--- src/rtl/uart_rx_ctrl.sv ---
// uart_rx_ctrl: 16x-oversampled UART receiver with a single-entry holding register and error flags
module uart_rx_ctrl #(
   parameter int DBIT    = 8,
   parameter int SB_TICK = 16
) (
   input  logic            clk,
   input  logic            reset_n,
   input  logic            rx,
   input  logic            s_tick,
   input  logic            rd_uart,
   output logic [DBIT-1:0] rx_data,
   output logic            rx_empty,
   output logic            rx_done_tick,
   output logic            frame_err,
   output logic            overrun_err
);

   localparam int NW = (DBIT > 1) ? $clog2(DBIT) : 1;

   typedef enum logic [1:0] {IDLE, START, DATA, STOP} state_t;

   state_t          state_reg, state_next;
   logic [4:0]      s_reg, s_next;
   logic [NW-1:0]   n_reg, n_next;
   logic [DBIT-1:0] b_reg, b_next;
   logic            rx_meta, rx_sync;
   logic            frame_done;

   // two-flop synchronizer for the asynchronous serial line, idle-high
   always_ff @(posedge clk or negedge reset_n) begin
      if (!reset_n) begin
         rx_meta <= 1'b1;
         rx_sync <= 1'b1;
      end else begin
         rx_meta <= rx;
         rx_sync <= rx_meta;
      end
   end

   // FSM and bit-level counters
   always_ff @(posedge clk or negedge reset_n) begin
      if (!reset_n) begin
         state_reg <= IDLE;
         s_reg     <= '0;
         n_reg     <= '0;
         b_reg     <= '0;
      end else begin
         state_reg <= state_next;
         s_reg     <= s_next;
         n_reg     <= n_next;
         b_reg     <= b_next;
      end
   end

   // next-state logic: everything except leaving IDLE waits for an oversampling tick
   always_comb begin
      state_next = state_reg;
      s_next     = s_reg;
      n_next     = n_reg;
      b_next     = b_reg;
      frame_done = 1'b0;
      case (state_reg)
         IDLE:
            if (!rx_sync) begin
               state_next = START;
               s_next     = '0;
            end
         START:
            if (s_tick) begin
               if (s_reg == 5'd7) begin
                  state_next = rx_sync ? IDLE : DATA;
                  s_next     = '0;
                  n_next     = '0;
               end else
                  s_next = s_reg + 5'd1;
            end
         DATA:
            if (s_tick) begin
               if (s_reg == 5'd15) begin
                  s_next = '0;
                  b_next = {rx_sync, b_reg[DBIT-1:1]};
                  if (n_reg == NW'(DBIT - 1))
                     state_next = STOP;
                  else
                     n_next = n_reg + NW'(1);
               end else
                  s_next = s_reg + 5'd1;
            end
         STOP:
            if (s_tick) begin
               if (s_reg == 5'(SB_TICK - 1)) begin
                  state_next = IDLE;
                  frame_done = 1'b1;
               end else
                  s_next = s_reg + 5'd1;
            end
         default:
            state_next = IDLE;
      endcase
   end

   // holding register: a completed frame always loads; a pop on the same cycle cancels the overrun
   always_ff @(posedge clk or negedge reset_n) begin
      if (!reset_n) begin
         rx_data      <= '0;
         rx_empty     <= 1'b1;
         rx_done_tick <= 1'b0;
         frame_err    <= 1'b0;
         overrun_err  <= 1'b0;
      end else begin
         rx_done_tick <= frame_done;
         if (frame_done) begin
            rx_data   <= b_reg;
            rx_empty  <= 1'b0;
            frame_err <= ~rx_sync;
            if (!rx_empty)
               overrun_err <= ~rd_uart;
         end else if (rd_uart && !rx_empty) begin
            rx_empty    <= 1'b1;
            overrun_err <= 1'b0;
         end
      end
   end

endmodule

--- config.mk ---
export PLATFORM = sky130hd
export DESIGN_NAME = uart_rx_ctrl
export DESIGN_NICKNAME = d
export VERILOG_FILES = /design/src/rtl/uart_rx_ctrl.sv
export SDC_FILE = /design/constraint.sdc
export NUM_CORES = 1
export LEC_CHECK = 0
export CAP_MARGIN = 20
export CORE_MARGIN = 1.5
export CORE_UTILIZATION = 30
export DETAILED_ROUTE_END_ITERATION = 8
export HOLD_SLACK_MARGIN = 0.08
export SLEW_MARGIN = 25
export SYNTH_ARGS = -nofsm -noshare
export SYNTH_HDL_FRONTEND = slang
export SYNTH_SLANG_ARGS = --single-unit
export TNS_END_PERCENT = 10
--- constraint.sdc ---
create_clock -name clk -period 2.2 [get_ports clk]
set_input_delay 0.66 -clock clk [delete_from_list [all_inputs] [get_ports clk]]
set_output_delay 0.66 -clock clk [all_outputs]
set_load 0.005 [all_outputs]
==> flow_metrics.tcl, run 1 <==
set metrics [dict create \
    p_per_area_nw_per_um2 1000 \
    avgSynthCellArea_um2 10.9 \
    fillers 443 \
    yosysWarnings 0 \
    synth_nets 147 \
    cap_violations 0 \
    grt_pass1_wl_um 4910 \
    cp-startpoint "s_reg[0]$_DFFE_PN0P_" \
    antenna_found_initial 0 \
    cts_buffer_depth 2 \
    grt_util_all_layers_pct 12.5 \
    firstDrtPassIters 4 \
    cp_max_fo 8 \
    grt_max_degree 33 \
    power_mw 1.86 \
    yosysSeqAreaShare_pct 54.4 \
    tritoncts "yes" \
    path_class "reg2reg" \
    ir_drop_uv 337 \
    slew_viol_final 0 \
    drc_errors 0 \
    layout_common_cells "nand2_1 (31), dfrtp_1 (29), clkdlybuf4s50_1 (16)" \
    die_area_um2 5360 \
    syn_inst 136 \
    netlist_area_um2 1480 \
    slew_headroom_pct 72.4 \
    max_freq_ghz 0.473 \
    placedCellCount 218 \
    grtUsageMet2_pct 22.4 \
    cellLeakagePower_nw 0.881 \
    ant_nets 0 \
    yosys.area.top_type_share_pct 49.1 \
    use_met1_pct 13.0 \
    cp.arrival_ns 2.34 \
    final.setup.tns_ns 0 \
    die_w_um 73.2 \
    use_met3_pct 4.56 \
    drive_above_1_share_pct 19.9 \
    dr_total_vias 1047 \
    port-buffer-count 16 \
    cts_max_level 2 \
    die_h_um 73.2 \
    fin_skew_ns 0.00616 \
    final_common_cell "nand2_1" \
    clk_pin_slew_ns 0.07 \
    hold_violations 0 \
    tightest_slew_ns 0.414 \
    grt_pass1_vias 1097 \
    gp_congestion 0.770 \
    ioPinCount 17 \
    overflow 0 \
    final_util_pct 39.3 \
    core_um2 4720 \
    final_nets 171 \
    cts_made_buffers 5 \
    initial_core_util_pct 31.3 \
    synth_top_cell_by_area "dfrtp_1" \
    top_usage_layer "met2" \
    end_kind "flop" \
    dp_hpwl_um 2000 \
    fin_hold_ws_ns 0.359 \
    start_kind "flop" \
    cts-root-buf "clkbuf_8" \
    syn2layout_area_growth_pct 25.5 \
    min_from "rx_meta$_DFF_PN1_" \
    status "finished, final reports clean" \
    synth_cell_types 37 \
    crit_required_ns 2.42 \
    diodes 0 \
    hold_class "reg2reg" \
    synthTopCellsByArea "dfrtp_1 (49%), nand2_1 (7.9%), mux2_2 (6.9%), dfstp_2 (5.3%), ha_1 (5.1%)" \
    ys_ff_latch 32 \
    finalCritPeriodShare_pct 96.1 \
    numClockSinks 32 \
    routedWlPerCell_um 13.0 \
    rsz0062_at_grt "no" \
    clk_latency_ns 0.28 \
    r2r_start "s_reg[0]$_DFFE_PN0P_" \
    fp-row-count 25 \
    finalNonFillerCells 228 \
    routed_wl_um 2960 \
    vias_per_cell 4.59 \
    final-setup-viol-count 0 \
    drtIter0Drc 62 \
    min_period_ns 2.11 \
]
[metal layers]
| metal | part of all wire, % | wire length, um |
|---|---|---|
| met3 | 4.5 | 133 |
| met4 | 0.78 | 23 |
| met1 | 41 | 1210 |
| met5 | 0 | 0 |
| met2 | 54 | 1590 |
[stage by stage]
step                instance area (um2)  worst slack, ns
floorplan                          1480            0.155
global placement                   1720          -0.0413
detailed placement                 1720          -0.0627
CTS                                1840           0.0195
global route                       1860           0.0146
finish                             1860           0.0869
[where the power goes]
group          switching, mW  leakage [nW]  total (mW)  internal (mW)
Combinational          0.239         0.411       0.507          0.267
Clock                  0.217        0.0541       0.551          0.335
Sequential             0.114         0.415       0.805          0.691
[worst max-delay path, cell delays in order, from the launching register on]
cell	delay, ns
dfrtp_1	0.39
ha_2	0.21
and3_1	0.18
ha_2	0.21
a21bo_1	0.19
a221o_2	0.46
nor4b_2	0.29
a211o_1	0.12
[synthesized netlist by cell type (all sizes together)]
library cell  instances
o21ai                 4
and3                  1
nor2                  4
mux2                  9
nand4bb               1
clkbuf                2
a22oi                 1
nand2b                2
nor4b                 1
nor2b                 4
a22o                  2
o41ai                 1
dfrtp                29
nand3                 5
nand2                31
xor2                  1
a21oi                 5
nor3b                 1
a221o                 1
o21bai                1
inv                   5
nand3b                1
buf                   3
o2111ai               1
o21a                  1
nand4                 1
a211o                 1
o221a                 1
a21o                  2
nor3                  1
a211oi                1
a2bb2oi               1
or2                   1
dfstp                 3
a21bo                 1
ha                    6
[layout make-up]
type	instances	area (um2)	area share, %
clock inverter	3	42.5	2.29
multi-input combinational	94	632	34.1
sequential	32	805	43.4
inverter	5	18.8	1.01
timing repair buffer	22	205	11.1
tap	67	83.8	4.52
clock buffer	5	68.8	3.71
[kinds of logic (layout without fill, tap and decap cells)]
| family | after synthesis | after routing | synth area share, % |
|---|---|---|---|
| fa+ha+maj | 6 | 6 | 5.08 |
| simple gates | 54 | 54 | 17.5 |
| compound gates | 24 | 24 | 12.4 |
| buf+inv | 10 | 35 | 3.22 |
| xor+xnor | 1 | 1 | 0.592 |
| flops | 32 | 32 | 54.4 |
| mux | 9 | 9 | 6.85 |
[path summary, 6_finish.rpt]
path                                             to  slack, ns  depth (start not counted)
min reg2reg                       rx_sync$_DFF_PN1_       0.36                          0
max                            s_reg[2]$_DFFE_PN0P_       0.09                          7
min in group asynchronous  state_reg[0]$_DFFE_PN0P_       0.78                          2
max reg2reg                    s_reg[2]$_DFFE_PN0P_       0.09                          7
min                               rx_sync$_DFF_PN1_       0.36                          0
max in group asynchronous         rx_meta$_DFF_PN1_       1.09                          2
[repair_timing]
| item | 4_1_cts | 5_1_grt |
|---|---|---|
| pin swaps | 1 | 2 |
| resized for setup | 0 | 2 |
| buffers inserted | 0 | 2 |
| hold buffers | 0 | 0 |
| setup endpoints to repair | 1 | 2 |
No activity file was read; power rests on OpenSTA's default activity.
==> run 2, diff against run 1 <==
==> constraint.sdc (replaced) <==
create_clock -name clk -period 1.7 [get_ports clk]
set_input_delay 0.425 -clock clk [delete_from_list [all_inputs] [get_ports clk]]
set_output_delay 0.425 -clock clk [all_outputs]
set_load 0.005 [all_outputs]
==> run 2 against run 1 <==
  * The run now ends with setup timing left
  * Sequential power up 27%
  * Wire length up 14%
  * Non-clock buffer count up 13
  * Global-route usage up 1.9 points
  * Clock-buffer cell count up 1
  * Die area unchanged
  * Utilization up 3.8 points
  * Combinational power up 80%
  * Clock power up 31%
  * Critical path type unchanged
  * Critical endpoint is now s_reg[0]$_DFFE_PN0P_
  * Largest power group unchanged
==> flow_metrics.tcl, run 2 (synthesized netlist as in run 1, its figures left out) <==
set metrics [dict create \
    critPathMaxStageDelay_ns 0.42 \
    slew_headroom_pct 73.3 \
    die_w_um 73.2 \
    end_kind "flop" \
    die_area_um2 5360 \
    hold_violations 0 \
    tritoncts "yes" \
    drive_above_1_share_pct 29.3 \
    ioPinCount 17 \
    grt_max_degree 33 \
    fp-row-count 25 \
    firstDrtPassIters 4 \
    ant_nets 0 \
    vias_per_cell 4.72 \
    seq_power_share_pct 38.4 \
    tightest_slew_ns 0.400 \
    grt_pass1_vias 1315 \
    numClockSinks 32 \
    die_h_um 73.2 \
    fin_ws_ns -0.262 \
    antenna_found_initial 0 \
    dp_hpwl_um 2240 \
    final-setup-viol-count 14 \
    max_freq_ghz 0.510 \
    p_clk_share_pct 27.2 \
    path_class "reg2reg" \
    initial_core_util_pct 31.3 \
    finalCritPeriodShare_pct 115 \
    cts_buffer_depth 2 \
    gp_congestion 0.794 \
    slew_viol_final 0 \
    r2r_start "s_reg[0]$_DFFE_PN0P_" \
    pwr-share-comb_pct 34.4 \
    swShare_pct 31.5 \
    fin_skew_ns 0.00637 \
    cellLeakagePower_nw 0.957 \
    cts_max_level 2 \
    final_common_cell "nand2_1" \
    cts-root-buf "clkbuf_8" \
    cap_violations 0 \
    final_nets 184 \
    min_period_ns 1.96 \
    dr_total_vias 1137 \
    min_from "rx_meta$_DFF_PN1_" \
    core_um2 4720 \
    worstHoldEndpoint "rx_sync$_DFF_PN1_" \
    violations "setup timing" \
    diodes 0 \
    drc_errors 0 \
    clk_pin_slew_ns 0.06 \
    syn2layout_area_growth_pct 37.6 \
    crit_required_ns 1.92 \
    port-buffer-count 16 \
    layout_common_cells "nand2_1 (31), dfrtp_1 (29), buf_4 (16)" \
    rsz0062_at_grt "yes" \
    p_per_area_nw_per_um2 1310 \
    cpMaxStageDelayCell "a221o_2" \
    final.setup.tns_ns -1.12 \
    worstHoldPathCells 0 \
    cp_max_fo 6 \
    ctsHoldBuffers 0 \
    clk_latency_ns 0.29 \
    start_kind "flop" \
    internal_power_mw 1.82 \
    r2r_cells 8 \
    reg2reg_to "s_reg[0]$_DFFE_PN0P_" \
    grt_pass1_wl_um 5890 \
    ir_drop_uv 507 \
    worstPathCellList "ha_2 -> and3_4 -> ha_4 -> a21bo_1 -> a221o_2 -> buf_4 -> nor3_2 -> a21o_1" \
    routed_wl_um 3370 \
    routedWlPerCell_um 14.0 \
    cts_made_buffers 5 \
    status "finished with violations" \
    rrSetupSlack_ns -0.26 \
    fin_hold_ws_ns 0.363 \
    cp.arrival_ns 2.18 \
    p_sw_uw 839 \
    hold_class "reg2reg" \
    overflow 0 \
    drtIter0Drc 51 \
    grt_util_all_layers_pct 14.4 \
]
## run 2: area by class of cell
cell class / count / area, um2
timing repair buffer: 35 / 330
tap: 67 / 83.8
inverter: 5 / 18.8
multi-input combinational: 94 / 689
fill: 451 / 2690
clock inverter: 2 / 35.0
sequential: 32 / 805
clock buffer: 6 / 72.6
## run 2: metal layers
layer	up-vias	global-route usage [%]	wire [um]
li1	541	-	-
met1	572	16.5	1440
met2	17	25.4	1750
met3	7	3.73	128
met4	0	5.87	53
met5	-	0	0
## run 2: stage by stage
step / cell area [um2] / total power [mW] / util (%) / std cells / setup WS (ns)
2_1_floorplan: 1500 / 1.49 / - / 136 / -0.208
3_3_place_gp: 1870 / 1.81 / 39.7 / 232 / -0.286
3_5_place_dp: 1870 / 1.86 / 39.7 / 232 / -0.341
4_1_cts: 2020 / 2.64 / 42.7 / 241 / -0.269
5_1_grt: 2030 / 2.82 / 43.1 / 241 / -0.342
6_report: 2030 / 2.66 / 43.1 / 241 / -0.262
## run 2: worst max-delay path by stage
stage                                    start                    to  slack [ns]
after floorplan           s_reg[0]$_DFFE_PN0P_  s_reg[2]$_DFFE_PN0P_       -0.21
after global placement                  s_tick  s_reg[2]$_DFFE_PN0P_       -0.29
after detailed placement                s_tick  s_reg[2]$_DFFE_PN0P_       -0.34
after CTS                 s_reg[0]$_DFFE_PN0P_  s_reg[2]$_DFFE_PN0P_       -0.27
after global routing      s_reg[0]$_DFFE_PN0P_  s_reg[0]$_DFFE_PN0P_       -0.34
final                     s_reg[0]$_DFFE_PN0P_  s_reg[0]$_DFFE_PN0P_       -0.26
## run 2: power by group through the flow
stage / registers [mW] / logic [mW] / clock network, mW
3_5_place_dp: 1.03 / 0.835 / 0
6_report: 1.02 / 0.915 / 0.723
4_1_cts: 1.02 / 0.889 / 0.737
5_1_grt: 1.04 / 1.01 / 0.765
3_3_place_gp: 1.02 / 0.793 / 0
2_1_floorplan: 0.997 / 0.492 / 0
## run 2: critical path, delay by kind of cell, from the launching register on
family	cells	cell delay, ns
AO/OA/AOI/OAI	3	0.68
flip-flops	1	0.39
adder cells (fa/ha/maj)	2	0.34
AND/OR/NAND/NOR	2	0.31
buffers and inverters	1	0.17
## run 2: what timing repair did
| item | 4_1_cts | 5_1_grt |
|---|---|---|
| pin swaps | 8 | 4 |
| endpoints found under the setup margin | 27 | 27 |
| setup buffers | 1 | 0 |
| gates resized for setup | 7 | 3 |
==> run 3, diff against run 2 <==
--- a/config.mk
+++ b/config.mk
@@ -10,6 +10,7 @@
 export CORE_UTILIZATION = 30
 export DETAILED_ROUTE_END_ITERATION = 8
 export HOLD_SLACK_MARGIN = 0.08
+export RECOVER_POWER = 50
 export SLEW_MARGIN = 25
 export SYNTH_ARGS = -nofsm -noshare
 export SYNTH_HDL_FRONTEND = slang
==> run 3 against run 2 <==
  * The run still ends with setup timing left
  * Via count is the same
  * Combinational power shrank 0.7%
  * Clock-buffer cell count is the same
  * Worst setup slack is essentially flat
  * Register-to-register slack is essentially flat
  * Sequential power is essentially flat
  * Global-route usage is the same
  * Hold slack lost 0.00080 ns
  * Cell count is the same
  * Non-clock buffer count is the same
  * Die area is the same
  * Wire length shrank 0.21%
==> flow_metrics.tcl, run 3 (synthesized netlist as in run 1, its figures left out) <==
set metrics [dict create \
    cpMaxStageDelayCell "a221o_2" \
    cellLeakagePower_nw 0.952 \
    grt_pass1_wl_um 5890 \
    ctsHoldBuffers 0 \
    cts_made_buffers 5 \
    grt_max_degree 33 \
    gp_congestion 0.794 \
    core_um2 4720 \
    final-setup-viol-count 14 \
    die_w_um 73.2 \
    path_class "reg2reg" \
    slew_viol_final 0 \
    diodes 0 \
    status "finished with violations" \
    hold_class "reg2reg" \
    cts_max_level 2 \
    dp_hpwl_um 2240 \
    finalNonFillerCells 241 \
    overflow 0 \
    start_kind "flop" \
    crit_buf_inv 1 \
    placedCellCount 232 \
    syn2layout_area_growth_pct 36.5 \
    clk_latency_ns 0.29 \
    vias_per_cell 4.72 \
    ir_drop_uv 506 \
    p_per_area_nw_per_um2 1310 \
    grt_util_all_layers_pct 14.4 \
    clk_pin_slew_ns 0.06 \
    cap_violations 0 \
    max_freq_ghz 0.510 \
    finalCritPeriodShare_pct 115 \
    routed_wl_um 3370 \
    ant_nets 0 \
    ioPinCount 17 \
    slew_headroom_pct 45.6 \
    final_nets 184 \
    layout_common_cells "nand2_1 (31), dfrtp_1 (29), buf_4 (16)" \
    firstDrtPassIters 4 \
    die_area_um2 5360 \
    worstPathCellList "ha_2 -> and3_4 -> ha_4 -> a21bo_1 -> a221o_2 -> buf_4 -> nor3_2 -> a21o_1" \
    min_period_ns 1.96 \
    cp.arrival_ns 2.19 \
    fin_skew_ns 0.00629 \
    hold_violations 0 \
    numClockSinks 32 \
    port-buffer-count 16 \
    initial_core_util_pct 31.3 \
    tritoncts "yes" \
    drive_above_1_share_pct 29.3 \
    grt_pass1_vias 1315 \
    violations "setup timing" \
    cpLargestDelayFamily "compound AO/OA/AOI/OAI gates" \
    end_kind "flop" \
    antenna_found_initial 0 \
    fp-row-count 25 \
    tightest_slew_ns 0.815 \
    cts_buffer_depth 2 \
    cts-root-buf "clkbuf_8" \
    dr_total_vias 1137 \
    fin_ws_ns -0.262 \
    rsz0062_at_grt "yes" \
    crit_required_ns 1.92 \
    die_h_um 73.2 \
    cp_max_fo 6 \
    critPathMaxStageDelay_ns 0.42 \
    drc_errors 0 \
    routedWlPerCell_um 14.0 \
    fin_hold_ws_ns 0.362 \
    drtIter0Drc 51 \
    final_common_cell "nand2_1" \
]
run 3: routing by layer:
metal / GRT usage, % / share of wire [%] / up-vias
met2: 25.4 / 52 / 17
li1: - / - / 543
met4: 5.87 / 1.6 / 0
met3: 3.73 / 3.7 / 7
met5: 0 / 0 / -
met1: 16.5 / 43 / 570
run 3: repair_timing:
action	in CTS	in global routing
gates resized for setup	7	3
endpoints found under the setup margin	27	27
pin swaps	8	4
buffers inserted	1	0
run 3: final timing paths:
kind | startpoint | to | slack (ns) | depth (start not counted)
max | s_reg[0]$_DFFE_PN0P_ | s_reg[0]$_DFFE_PN0P_ | -0.26 | 8
min | rx_meta$_DFF_PN1_ | rx_sync$_DFF_PN1_ | 0.36 | 0
min reg2reg | rx_meta$_DFF_PN1_ | rx_sync$_DFF_PN1_ | 0.36 | 0
min in group asynchronous | reset_n | s_reg[4]$_DFFE_PN0P_ | 0.75 | 2
max in group asynchronous | reset_n | n_reg[0]$_DFFE_PN0P_ | 0.43 | 2
max reg2reg | s_reg[0]$_DFFE_PN0P_ | s_reg[0]$_DFFE_PN0P_ | -0.26 | 8
run 3: worst reg2reg max path: cells and delay by family (launching register included):
kind            cells  cell delay, ns
simple gates        2            0.31
compound gates      3            0.68
flops               1            0.39
fa+ha+maj           2            0.35
buf+inv             1            0.17
run 3: per-stage QoR:
step / total power, mW / setup TNS, ns / worst slack, ns / utilization, % / area, um2
final: 2.65 / -1.13 / -0.262 / 42.8 / 2020
after global routing: 2.81 / -2.25 / -0.342 / 42.8 / 2020
after CTS: 2.64 / -1.19 / -0.269 / 42.7 / 2020
after detailed placement: 1.86 / -3.10 / -0.341 / 39.7 / 1870
after global placement: 1.81 / -2.23 / -0.286 / 39.7 / 1870
after floorplan: 1.49 / -0.696 / -0.208 / - / 1500
run 3: where the power goes:
group	switching, mW	internal [mW]	total [mW]
clock	0.288	0.435	0.723
sequential	0.128	0.895	1.02
combinational	0.422	0.487	0.909
total	0.838	1.82	2.65
run 3: area by class of cell:
class                   instances  area (um2)
repair buffers                 35         315
inverters                       5        18.8
clock inverters                 2        35.0
multi-input cells              94         689
clock buffers                   6        72.6
fillers                       452        2700
flip-flops and latches         32         805
well taps                      67        83.8
